===== config.mk =====
export PLATFORM = sky130hd
export DESIGN_NAME = stopwatch_control
export DESIGN_NICKNAME = d
export VERILOG_FILES = /design/src/rtl/stopwatch_control_pkg.sv /design/src/rtl/btn_cond.sv /design/src/rtl/stopwatch_control.sv
export SDC_FILE = /design/constraint.sdc
export NUM_CORES = 1
export LEC_CHECK = 0
export CAP_MARGIN = 15
export CORE_MARGIN = 3
export CORE_UTILIZATION = 34
export DETAILED_ROUTE_END_ITERATION = 16
export GPL_ROUTABILITY_DRIVEN = 1
export HOLD_SLACK_MARGIN = 0.12
export PLACE_DENSITY = 0.55
export SETUP_SLACK_MARGIN = 0.5
export SLEW_MARGIN = 20
export SYNTH_ARGS = -nofsm -noshare
export SYNTH_HDL_FRONTEND = slang
export SYNTH_SLANG_ARGS = --single-unit

===== constraint.sdc =====
create_clock -name clk -period 2.07 [get_ports clk]
set_input_delay 0.621 -clock clk [delete_from_list [all_inputs] [get_ports clk]]
set_output_delay 0.621 -clock clk [all_outputs]
set_load 0.01 [all_outputs]

===== src/rtl/stopwatch_control_pkg.sv =====
// Shared definitions for the stopwatch control unit: state encodings,
// control word layout and constants, and the state transition rules.
package stopwatch_control_pkg;

    typedef enum logic [2:0] {
        StReset   = 3'd0,
        StStop    = 3'd1,
        StRun     = 3'd2,
        StInc     = 3'd3,
        StR2lr    = 3'd4,
        StLapRun  = 3'd5,
        StLapInc  = 3'd6,
        StLapStop = 3'd7
    } sw_state_e;

    // Tenth-second counter operation, cw[1:0]
    typedef enum logic [1:0] {
        TenthHold = 2'b00,
        TenthDown = 2'b01,
        TenthUp   = 2'b10,
        TenthLoad = 2'b11
    } tenth_op_e;

    // Control word layout, MSB first: cw[5] .. cw[0]
    typedef struct packed {
        logic      disp_lap;   // display mux: 1 = lap register
        logic      lap_load;   // lap register load
        logic      mod_clr;    // mod-10 counters synchronous reset
        logic      mod_en;     // mod-10 counters enable
        tenth_op_e tenth_op;   // tenth counter operation
    } cw_t;

    localparam cw_t CwReset   = '{disp_lap: 1'b0, lap_load: 1'b0, mod_clr: 1'b1,
                                  mod_en: 1'b0, tenth_op: TenthLoad};
    localparam cw_t CwStop    = '{disp_lap: 1'b0, lap_load: 1'b0, mod_clr: 1'b0,
                                  mod_en: 1'b0, tenth_op: TenthHold};
    localparam cw_t CwRun     = '{disp_lap: 1'b0, lap_load: 1'b0, mod_clr: 1'b0,
                                  mod_en: 1'b0, tenth_op: TenthUp};
    localparam cw_t CwInc     = '{disp_lap: 1'b0, lap_load: 1'b0, mod_clr: 1'b0,
                                  mod_en: 1'b1, tenth_op: TenthLoad};
    localparam cw_t CwR2lr    = '{disp_lap: 1'b1, lap_load: 1'b1, mod_clr: 1'b0,
                                  mod_en: 1'b0, tenth_op: TenthHold};
    localparam cw_t CwLapRun  = '{disp_lap: 1'b1, lap_load: 1'b0, mod_clr: 1'b0,
                                  mod_en: 1'b0, tenth_op: TenthUp};
    localparam cw_t CwLapInc  = '{disp_lap: 1'b1, lap_load: 1'b0, mod_clr: 1'b0,
                                  mod_en: 1'b1, tenth_op: TenthLoad};
    localparam cw_t CwLapStop = '{disp_lap: 1'b1, lap_load: 1'b0, mod_clr: 1'b0,
                                  mod_en: 1'b0, tenth_op: TenthHold};

    // Moore decode: control word for a given state
    function automatic cw_t cw_of(sw_state_e st);
        cw_t cw;
        cw = CwReset;
        case (st)
            StReset:   cw = CwReset;
            StStop:    cw = CwStop;
            StRun:     cw = CwRun;
            StInc:     cw = CwInc;
            StR2lr:    cw = CwR2lr;
            StLapRun:  cw = CwLapRun;
            StLapInc:  cw = CwLapInc;
            StLapStop: cw = CwLapStop;
            default:   cw = CwReset;
        endcase
        return cw;
    endfunction

    // Transition rules; priority clr > ss > lap > tenth, otherwise hold.
    // clr is only honoured in the stopped states.
    function automatic sw_state_e next_state(sw_state_e cur, logic clr_p, logic ss_p,
                                             logic lap_p, logic tenth);
        sw_state_e nxt;
        nxt = cur;
        case (cur)
            StReset: nxt = StStop;
            StStop: begin
                if (clr_p)     nxt = StReset;
                else if (ss_p) nxt = StRun;
            end
            StRun: begin
                if (ss_p)       nxt = StStop;
                else if (lap_p) nxt = StR2lr;
                else if (tenth) nxt = StInc;
            end
            StInc: begin
                if (ss_p)       nxt = StStop;
                else if (lap_p) nxt = StR2lr;
                else            nxt = StRun;
            end
            StR2lr: nxt = StLapRun;
            StLapRun: begin
                if (ss_p)       nxt = StLapStop;
                else if (lap_p) nxt = StRun;
                else if (tenth) nxt = StLapInc;
            end
            StLapInc: begin
                if (ss_p)       nxt = StLapStop;
                else if (lap_p) nxt = StRun;
                else            nxt = StLapRun;
            end
            StLapStop: begin
                if (clr_p)      nxt = StReset;
                else if (ss_p)  nxt = StLapRun;
                else if (lap_p) nxt = StStop;
            end
            default: nxt = StReset;
        endcase
        return nxt;
    endfunction

endpackage


===== src/rtl/btn_cond.sv =====
// Button conditioner: multi-stage synchroniser followed by a rising-edge
// one-cycle pulse generator. A button already held when reset releases is
// not reported until it has been seen low at least once.
module btn_cond #(
    parameter int unsigned SYNC_STAGES = 2
) (
    input  logic clk,
    input  logic reset,
    input  logic btn,
    output logic pulse
);

    logic [SYNC_STAGES-1:0] sync_q;
    logic [SYNC_STAGES-1:0] valid_q;  // marks synchroniser stages holding real samples
    logic                   prev_q;
    logic                   armed_q;  // set once a genuine low level has been observed

    // Synchroniser chain, edge-detect history and arming
    always_ff @(posedge clk) begin
        if (reset) begin
            sync_q  <= '0;
            valid_q <= '0;
            prev_q  <= 1'b0;
            armed_q <= 1'b0;
        end else begin
            sync_q  <= (sync_q << 1) | SYNC_STAGES'(btn);
            valid_q <= (valid_q << 1) | SYNC_STAGES'(1'b1);
            prev_q  <= sync_q[SYNC_STAGES-1];
            armed_q <= armed_q | (valid_q[SYNC_STAGES-1] & ~sync_q[SYNC_STAGES-1]);
        end
    end

    assign pulse = sync_q[SYNC_STAGES-1] & ~prev_q & armed_q;

endmodule


===== src/rtl/stopwatch_control.sv =====
// Moore control unit for the stopwatch: conditions the three buttons and
// sequences the datapath through its control word.
module stopwatch_control
    import stopwatch_control_pkg::*;
#(
    parameter int unsigned CW_WIDTH    = 6,
    parameter int unsigned SYNC_STAGES = 2
) (
    input  logic                clk,
    input  logic                reset,
    input  logic                btn_ss,
    input  logic                btn_lap,
    input  logic                btn_clr,
    input  logic                tenth,
    output logic [CW_WIDTH-1:0] cw,
    output logic [2:0]          state
);

    logic      ss_p;
    logic      lap_p;
    logic      clr_p;
    sw_state_e state_q;
    logic [CW_WIDTH-1:0] cw_q;

    btn_cond #(.SYNC_STAGES(SYNC_STAGES)) u_ss (
        .clk   (clk),
        .reset (reset),
        .btn   (btn_ss),
        .pulse (ss_p)
    );

    btn_cond #(.SYNC_STAGES(SYNC_STAGES)) u_lap (
        .clk   (clk),
        .reset (reset),
        .btn   (btn_lap),
        .pulse (lap_p)
    );

    btn_cond #(.SYNC_STAGES(SYNC_STAGES)) u_clr (
        .clk   (clk),
        .reset (reset),
        .btn   (btn_clr),
        .pulse (clr_p)
    );

    // State register with the control word registered alongside it
    always_ff @(posedge clk) begin
        if (reset) begin
            state_q <= StReset;
            cw_q    <= CW_WIDTH'(CwReset);
        end else begin
            state_q <= next_state(state_q, clr_p, ss_p, lap_p, tenth);
            cw_q    <= CW_WIDTH'(cw_of(next_state(state_q, clr_p, ss_p, lap_p, tenth)));
        end
    end

    assign cw    = cw_q;
    assign state = state_q;

endmodule


Word level (Yosys, flattened, before mapping)
Memory sizes are Yosys's and may differ from the RTL's. A register that Yosys moved wholly into a read port is not among the register bits.
Index checks and enable logic that the tools add are counted.
{ "totals": {"out_inout_bits": 9, "n_memories": 1, "rom_bits": 48, "regBits": 21} }
{ "classes": {"n_reduce_logical": 1, "n_eq_ne": 7, "n_mux": 20, "bitwise": 21} }
{ "mem_list": {"columns": ["name", "words", "word_bits", "rd", "rd_ports_with_merged_regs", "write_ports", "line", "rtl"], "rows": [
  ["(no name shown)", 8, 6, 1, 1, 0, "stopwatch_control_pkg.sv:54", "case (st)"]
]} }
{ "op_table": {"columns": ["cell", "n"], "rows": [
  ["2-to-1 mux 3 bit", 16],
  ["one-hot mux 3 bit (8 select lines)", 1],
  ["equality test 3 bit (second input constant)", 4],
  ["AND 1 bit", 9],
  ["equality test 3 x 2 -> 1 bit (second input constant)", 2],
  ["NOT 1 bit", 6],
  ["bitwise OR 2 x 1 -> 2 bit", 3],
  ["equality test 3 x 1 -> 1 bit (second input constant)", 1],
  ["zero test 3 bit", 1],
  ["2-to-1 mux 1 bit", 3],
  ["bitwise OR 1 bit", 3]
]} }

Logic depth before layout (Yosys ltp)
Gate-level depths: netlist of the first run.
{ "depth": {"word_depth": 8, "mapped_depth": 8, "depth_no_buf": 7} }

By module
From an unflattened synthesis of the first run, not the netlist that was laid out.
{ "unflattened": {"hier_cells": 109, "hier_area_um2": 1111.1} }
{ "modules_own_cells": {"columns": ["module", "area_per_inst_um2", "cells_per_inst", "seq_area_each_um2", "n_inst"], "rows": [
  ["stopwatch_control", 570.5, 64, 160.2, 1],
  ["btn_cond", 180.2, 15, 120.1, 3]
]} }

Worst setup path after synthesis of the first run
Ideal clock, no wire load.
{ "synth_timing": {"kind": "input-to-reg", "from": "input port tenth", "to": "register cw_q[1] (netlist: cw[1])", "stages": 7, "arrival_time_ns": 1.711, "path_slack_ns": 0.233, "n_path_buf": 0, "path_cell_list": "nor2b_1 > o21ai_0 > a211oi_1 > nor3_1 > ha_1 > a311oi_1 > a31oi_1"} }
{ "synth_between": {"elab_chain_len": 5, "word_cells_on_any_way": 8, "cone_classes": "8 x mux"} }
{ "synth_lines": {"columns": ["element", "line", "rtl"], "rows": [
  ["start, declared", "stopwatch_control.sv:14", "input logic tenth,"],
  ["2-to-1 mux 3 bit (on tied branches) (3 in a row)", null, null],
  ["one-hot mux 3 bit (8 select lines) *", null, null],
  ["2-to-1 mux 3 bit *", "stopwatch_control.sv:48", "if (reset) begin"],
  ["end, declared", "stopwatch_control.sv:23", "logic [CW_WIDTH-1:0] cw_q;"]
]} }
Mark *: on every way between the ends. The rest lies on a longest branch, timed or not. The select of a mux whose other input is x is not followed.
A chain may end at the register's enable or synchronous reset.

Worst setup path after layout of the first run
{ "layout_timing": {"from": "register u_ss.prev_q", "to": "register cw_q[1] (netlist: cw[1])"} }
{ "layout_between": {"elab_chain_len": 7, "word_cells_on_any_way": 13, "cone_classes": "10 x mux; 3 x bitwise"} }
{ "layout_lines": {"columns": ["element", "line", "rtl"], "rows": [
  ["start, declared", "btn_cond.sv:15", "logic prev_q;"],
  ["start signal, assigned", "btn_cond.sv:28", "prev_q <= sync_q[SYNC_STAGES-1];"],
  ["NOT 1 bit *", "btn_cond.sv:33", "assign pulse = sync_q[SYNC_STAGES-1] & ~prev_q & armed_q;"],
  ["AND 1 bit * (2 in a row)", "btn_cond.sv:33", null],
  ["2-to-1 mux 3 bit (on tied branches)", "stopwatch_control_pkg.sv:103, stopwatch_control_pkg.sv:78", null],
  ["2-to-1 mux 3 bit (on tied branches)", "stopwatch_control_pkg.sv:102, stopwatch_control_pkg.sv:77", null],
  ["one-hot mux 3 bit (8 select lines) *", null, null],
  ["2-to-1 mux 3 bit *", "stopwatch_control.sv:48", null]
]} }
Marks and branches as above.

==> results.cfg, run 1 <==
[outcome]
outcome = finished, final reports clean

[sta]
fin_crit_sh_pct = 86.43
setup_ws_ps = 280.9
setup_viol = 0
slew_violations = 0
finalCriticalPeriod_ps = 1789
relSlewSlack_pct = 66.94
fin_worst_skew_ps = 6.323
fmax_ghz = 0.5589
hold_viol = 0
rsz0062_at_grt = yes
worstMarginPinSlew_ps = 491.7
fin_setup_tns_ps = 0

[synth]
synth.top_cell.area_share_pct = 45.30
ys_types = 37
ys_warn_count = 0
synthTopCellsByArea = dfxtp_1 45%, ha_1 5.1%, nor2b_1 5.1%, a21oi_1 3.1%, nor2_1 3.1%
netlist_area_um2 = 972.2
avgSynthCellArea_um2 = 9.531
syn_nets = 112
yosys.area.top_type = dfxtp_1
syn_inst = 102
seq_area_frac_synth_pct = 45.30
ys_ff_latch = 22

[pwr]
leakage_uw = 0.0005918
internal_power_uw = 679.4
finalPower_uw = 863.1
vdd_drop_max_v = 0.0005004
switching_share_pct = 21.27
clockPowerShare_pct = 38.3
switchingPower_uw = 183.6
power.density_mw_per_mm2 = 577.2
pwr-share-seq_pct = 52.1
p_comb_share_pct = 9.6

[global_route]
grt_pass1_vias = 846
grt_max_degree = 14
antenna_found_initial = 0
grt_pass1_wl_um = 3808
grt_util_all_layers_pct = 14.57
grt-ovfl-total = 0

[worst_setup_path]
crit_fanout = 4
cp_cell_sequence = and3b_2 > o21ai_2 > a211oi_2 > nor3_2 > buf_4 > ha_4 > a311oi_2 > a31oi_1
timing.rr.end = cw[1]
cp.required_ps = 2280
critPathLaunch = u_ss.prev_q
crit_path_top_delay_cell = dfxtp_2
arrival_ps = 2000
critPathCaptureType = flop
max_stage_delay_ps = 330
r2r_slack_ps = 280
r2r_cells = 8
critical_path_class = reg -> reg
start_kind = flop
worstReg2RegStart = u_ss.prev_q

[cells_and_area]
utilization_pct = 57.73
layout-drive-gt1-share_pct = 50.75
post-route-cell-area_mm2 = 0.001495
diodes = 0
layout.nets = 145
syn_to_final_growth_pct = 53.80

[detailed_routing]
routed_wirelength_um = 2278
routed_via_density = 5.244
drt_iter0_drc = 28
drt_first_pass_iters = 4
wl_per_cell_um = 13.89
vias = 860
ant_nets = 0
drc = 0

[clock_tree]
worstSkewPairLatency_ps = 310
cts_tree = done
htree_num_levels = 1
clockBufferDepth = 2
cts_buffers = 3
cts_sinks = 22
path_clk_slew_ps = 130
cts_root_buf = clkbuf_4

[hold_path]
hold-path-endpoint = u_clr.valid_q[1]
min_from = u_ss.valid_q[0]
hold_depth = 1
hold_class = reg -> reg

[run]
maxCapViolCount = 0

[placed_design]
gp_congestion = 0.7591
dp_hpwl_um = 1466
place_ws_ps = -418.0
numPortBuffers = 14
place_area_mm2 = 0.001149

[die]
initial_core_util_pct = 37.54
io-pin-count = 15
dieArea_mm2 = 0.003537
die_w_um = 59.47
rows = 18
fp.dieH_um = 59.47
core-area_mm2 = 0.002590
-- cell families after synthesis --
family          Yosys count  synth area share (%)
buf+inv                  11                 5.920
compound gates           23                 17.25
flops                    22                 45.30
fa+ha+maj                 4                 5.148
mux                       1                 1.030
simple gates             41                 25.36
-- sequential cells by signal, indices dropped and copies added (netlist names) --
register / flops
u_clr.valid_q: 1
u_clr.prev_q: 1
state: 2
cw: 6
u_ss.sync_q: 2
u_ss.valid_q: 1
u_lap.sync_q: 2
u_clr.sync_q: 2
u_ss.prev_q: 1
u_ss.armed_q: 1
u_clr.armed_q: 1
u_lap.armed_q: 1
u_lap.prev_q: 1
-- cells in the mapped netlist --
master and number:
nor3_1 2, mux2i_1 1, and3_1 1, nand3_1 4, buf_4 2, a21oi_1 6, o31ai_1 1, dfxtp_1 22
a311oi_1 1, nand2b_1 2, o211a_1 1, a221o_1 1, or3_1 2, and2b_2 1, nor2b_1 8, nor2_1 8
or3_4 1, o2111a_1 1, nand2_1 2, buf_2 1, ha_1 4, clkbuf_1 2, o31a_1 2, buf_6 1
a21o_1 1, nor3_2 1, a221oi_1 1, o31ai_2 1, and3b_1 3, nor4_1 1, nand3b_1 3, a211oi_1 1
o221ai_1 1, o21ai_0 3, inv_1 5, nand4_1 2, a31oi_1 2
-- layer usage --
layer | vias up | part of all wire [%] | global-route usage, %
met5 | - | 0 | 0
met1 | 396 | 43 | 17.41
met3 | 9 | 5.1 | 3.268
met2 | 22 | 48 | 24.34
li1 | 433 | - | -
met4 | 0 | 3.6 | 7.120
-- area by class of cell --
cell class                      instances  area [um2]
Fill cell                             214        1095
Sequential cell                        22       460.4
Multi-Input combinational cell         69       644.4
Tap cell                               30       37.54
Clock buffer                            3       22.52
Inverter                                5       18.77
Clock inverter                          1       30.03
Timing Repair Buffer                   34       281.5
-- power groups by stage --
stage / Clock (uW) / Combinational [uW] / Sequential, uW
after detailed placement: 0 / 66.4 / 463
after CTS: 343 / 74.3 / 449
final: 330 / 83.1 / 450
after global placement: 0 / 66.5 / 462
after floorplan: 0 / 33.1 / 463
after global routing: 361 / 91.6 / 453
-- per-stage QoR --
step / cells / hold WS [ps]
floorplan: 102 / 413.8
global placement: 145 / 421.7
detailed placement: 145 / 423.1
CTS: 161 / 447.8
global route: 164 / 460.6
finish: 164 / 444.3
-- cell usage in the layout (no fill, tap or decap), drive strengths merged, types with 2 or more instances in the layout --
| master | synthesis | layout |
|---|---|---|
| nor3 | 3 | 3 |
| or3 | 3 | 3 |
| clkdlybuf4s15 | 0 | 5 |
| nand3 | 4 | 4 |
| nand4 | 2 | 2 |
| nor2 | 8 | 8 |
| a31oi | 2 | 2 |
| and3b | 3 | 3 |
| dfxtp | 22 | 22 |
| o21ai | 3 | 3 |
| o31a | 2 | 2 |
| nor2b | 8 | 8 |
| buf | 4 | 23 |
| nand3b | 3 | 3 |
| ha | 4 | 4 |
| clkbuf | 2 | 5 |
| a21oi | 6 | 6 |
| o31ai | 2 | 2 |
| inv | 5 | 5 |
| nand2b | 2 | 2 |
| nand2 | 2 | 2 |
| clkdlybuf4s50 | 0 | 4 |
-- worst max-delay path, delay by kind of cell (launching register included) --
| family | cells | cell delay, ps |
|---|---|---|
| buffers and inverters | 1 | 150 |
| and+or+nand+nor | 2 | 370 |
| adders and majority gates | 1 | 200 |
| DFF | 1 | 330 |
| AOI/OAI and AO/OA | 4 | 640 |
-- worst max-delay path by stage --
stage / slack [ps] / cells past startpoint / endpoint
6_report: 280 / 8 / cw[1]
5_1_grt: 170 / 8 / cw[1]
4_1_cts: 260 / 8 / cw[1]
3_5_place_dp: -420 / 8 / cw[1]
3_3_place_gp: -350 / 8 / cw[1]
2_1_floorplan: 270 / 7 / cw[1]
-- timing repair --
action                     4_1_cts  5_1_grt
setup endpoints to repair       14       13
buffers inserted                12        3
resized for setup               42       35
hold buffers                     0        0
pin swaps                        9       13
(Power assumes the default switching activity.)
==> run 2, diff against run 1 <==
- clock period: 2.07 -> 2 ns (I/O delays scaled with it)
==> run 2 against run 1 <==
Effect of this change:
- first-iteration DRC count is 7.1% lower
- worst setup slack worse by 98 ps
- global-route usage is 1.0 points higher
- via count is 8.0% higher
- largest cell class unchanged
==> results.cfg, run 2 (synthesis results as in run 1) <==
[run]
maxCapViolCount = 0

[detailed_routing]
drt_iter0_drc = 26
vias = 929
routed_wirelength_um = 2613
wl_per_cell_um = 15.55
ant_nets = 0
routed_via_density = 5.530
drt_first_pass_iters = 4
drc = 0

[die]
die_w_um = 59.47
dieArea_mm2 = 0.003537
io-pin-count = 15
initial_core_util_pct = 37.54
rows = 18
core-area_mm2 = 0.002590
fp.dieH_um = 59.47

[sta]
setup_viol = 0
hold_viol = 0
rsz0062_at_grt = yes
fin_crit_sh_pct = 90.84
fmax_ghz = 0.5504
fin_worst_skew_ps = 10.43
slew_violations = 0
relSlewSlack_pct = 65.09
finalCriticalPeriod_ps = 1817
worstMarginPinSlew_ps = 519.3

[global_route]
grt-ovfl-total = 0
grt_max_degree = 14
grt_pass1_vias = 922
grt_pass1_wl_um = 4098
antenna_found_initial = 0
grt_util_all_layers_pct = 15.57

[worst_setup_path]
r2r_cells = 7
arrival_ps = 2030
path_buf_inv = 0
critPathCaptureType = flop
crit_path_top_delay_cell = or3_4
max_stage_delay_ps = 430
crit_family = simple AND/OR/NAND/NOR gates
critical_path_class = reg -> reg
cp.required_ps = 2210
cp_cell_sequence = nand3b_1 > o21ai_1 > a211oi_2 > or3_4 > ha_4 > o31ai_2 > nand3_1
start_kind = flop
worst-path-stages = 7
crit_fanout = 3

[clock_tree]
cts_tree = done
htree_num_levels = 1
cts_buffers = 3
cts_root_buf = clkbuf_4
worstSkewPairLatency_ps = 320
path_clk_slew_ps = 130
clockBufferDepth = 2
cts_sinks = 22
hold_buffers = 0

[cells_and_area]
fill_cells = 216
post-route-cell-area_mm2 = 0.001503
largest_reg_flops = 6
diodes = 0
layout_commonest_cell = buf_4
layout_common_cells = 19 x buf_4, 10 x dfxtp_1, 10 x dfxtp_2
ff_latch_area_um2 = 460.4
layout.nets = 149
layout-drive-gt1-share_pct = 54.35
multi_input_area_um2 = 619.3
syn_to_final_growth_pct = 54.57
utilization_pct = 58.02

[pwr]
leakage_uw = 0.0006011
vdd_drop_max_v = 0.0004949
power.density_mw_per_mm2 = 601.5

[placed_design]
numPortBuffers = 14
place_area_mm2 = 0.001156
gp_congestion = 0.7598
dp_hpwl_um = 1470

[hold_path]
hold_depth = 1
hold_class = reg -> reg

[outcome]
outcome = finished, final reports clean
## run 2: cell types whose count changed in the layout (fill, tap and decap cells not counted), sizes merged
cell,previous run,this run
buf,23,31
clkdlybuf4s15,5,1
## run 2: stage by stage
stage	hold slack (ps)	total power [uW]	std cells	worst slack [ps]	setup TNS, ps
global route	463.3	938.0	168	129.8	0
detailed placement	421.7	550.1	146	-439.6	-1334
CTS	457.1	903.3	163	225.0	0
finish	449.3	903.9	168	183.3	0
global placement	421.4	548.9	146	-406.3	-1269
floorplan	413.8	513.2	102	220.7	0
## run 2: final cells by class
class,count,share of cell area (%)
tap,30,2.498
multi-input combinational,69,41.22
clock inverter,1,1.998
sequential,22,30.64
clock buffer,3,1.499
timing repair buffer,38,20.90
inverter,5,1.249
## run 2: timing repair
item	CTS	global route
pin swaps	14	11
endpoints found under the setup margin	14	13
buffers inserted	13	5
resized for setup	63	24
## run 2: worst paths after layout
kind,startpoint,to,slack (ps)
worst max-delay path,u_clr.prev_q,cw[0],180
worst min-delay path,u_ss.sync_q[0],u_ss.sync_q[1],450
worst min register to register,u_ss.sync_q[0],u_ss.sync_q[1],450
worst max register to register,u_clr.prev_q,cw[0],180
## run 2: layer usage
metal	up-vias	track usage [%]	share of wire, %
met2	38	25.43	50
met5	-	0	0
li1	441	-	-
met3	14	3.922	4.9
met4	0	10.03	3.8
met1	436	17.86	41
## run 2: power breakdown
part | switching, uW | leakage [uW] | internal (uW) | total, uW
combinational | 45.2 | 0.000387 | 48.6 | 93.9
clock | 141 | 0.0000279 | 203 | 343
sequential | 9.20 | 0.000186 | 457 | 467
## run 2: worst reg2reg max path, stage by stage (launching register included)
cell,delay [ps]
dfxtp_1,320
nand3b_1,220
o21ai_1,240
a211oi_2,150
or3_4,430
ha_4,170
o31ai_2,60
nand3_1,120
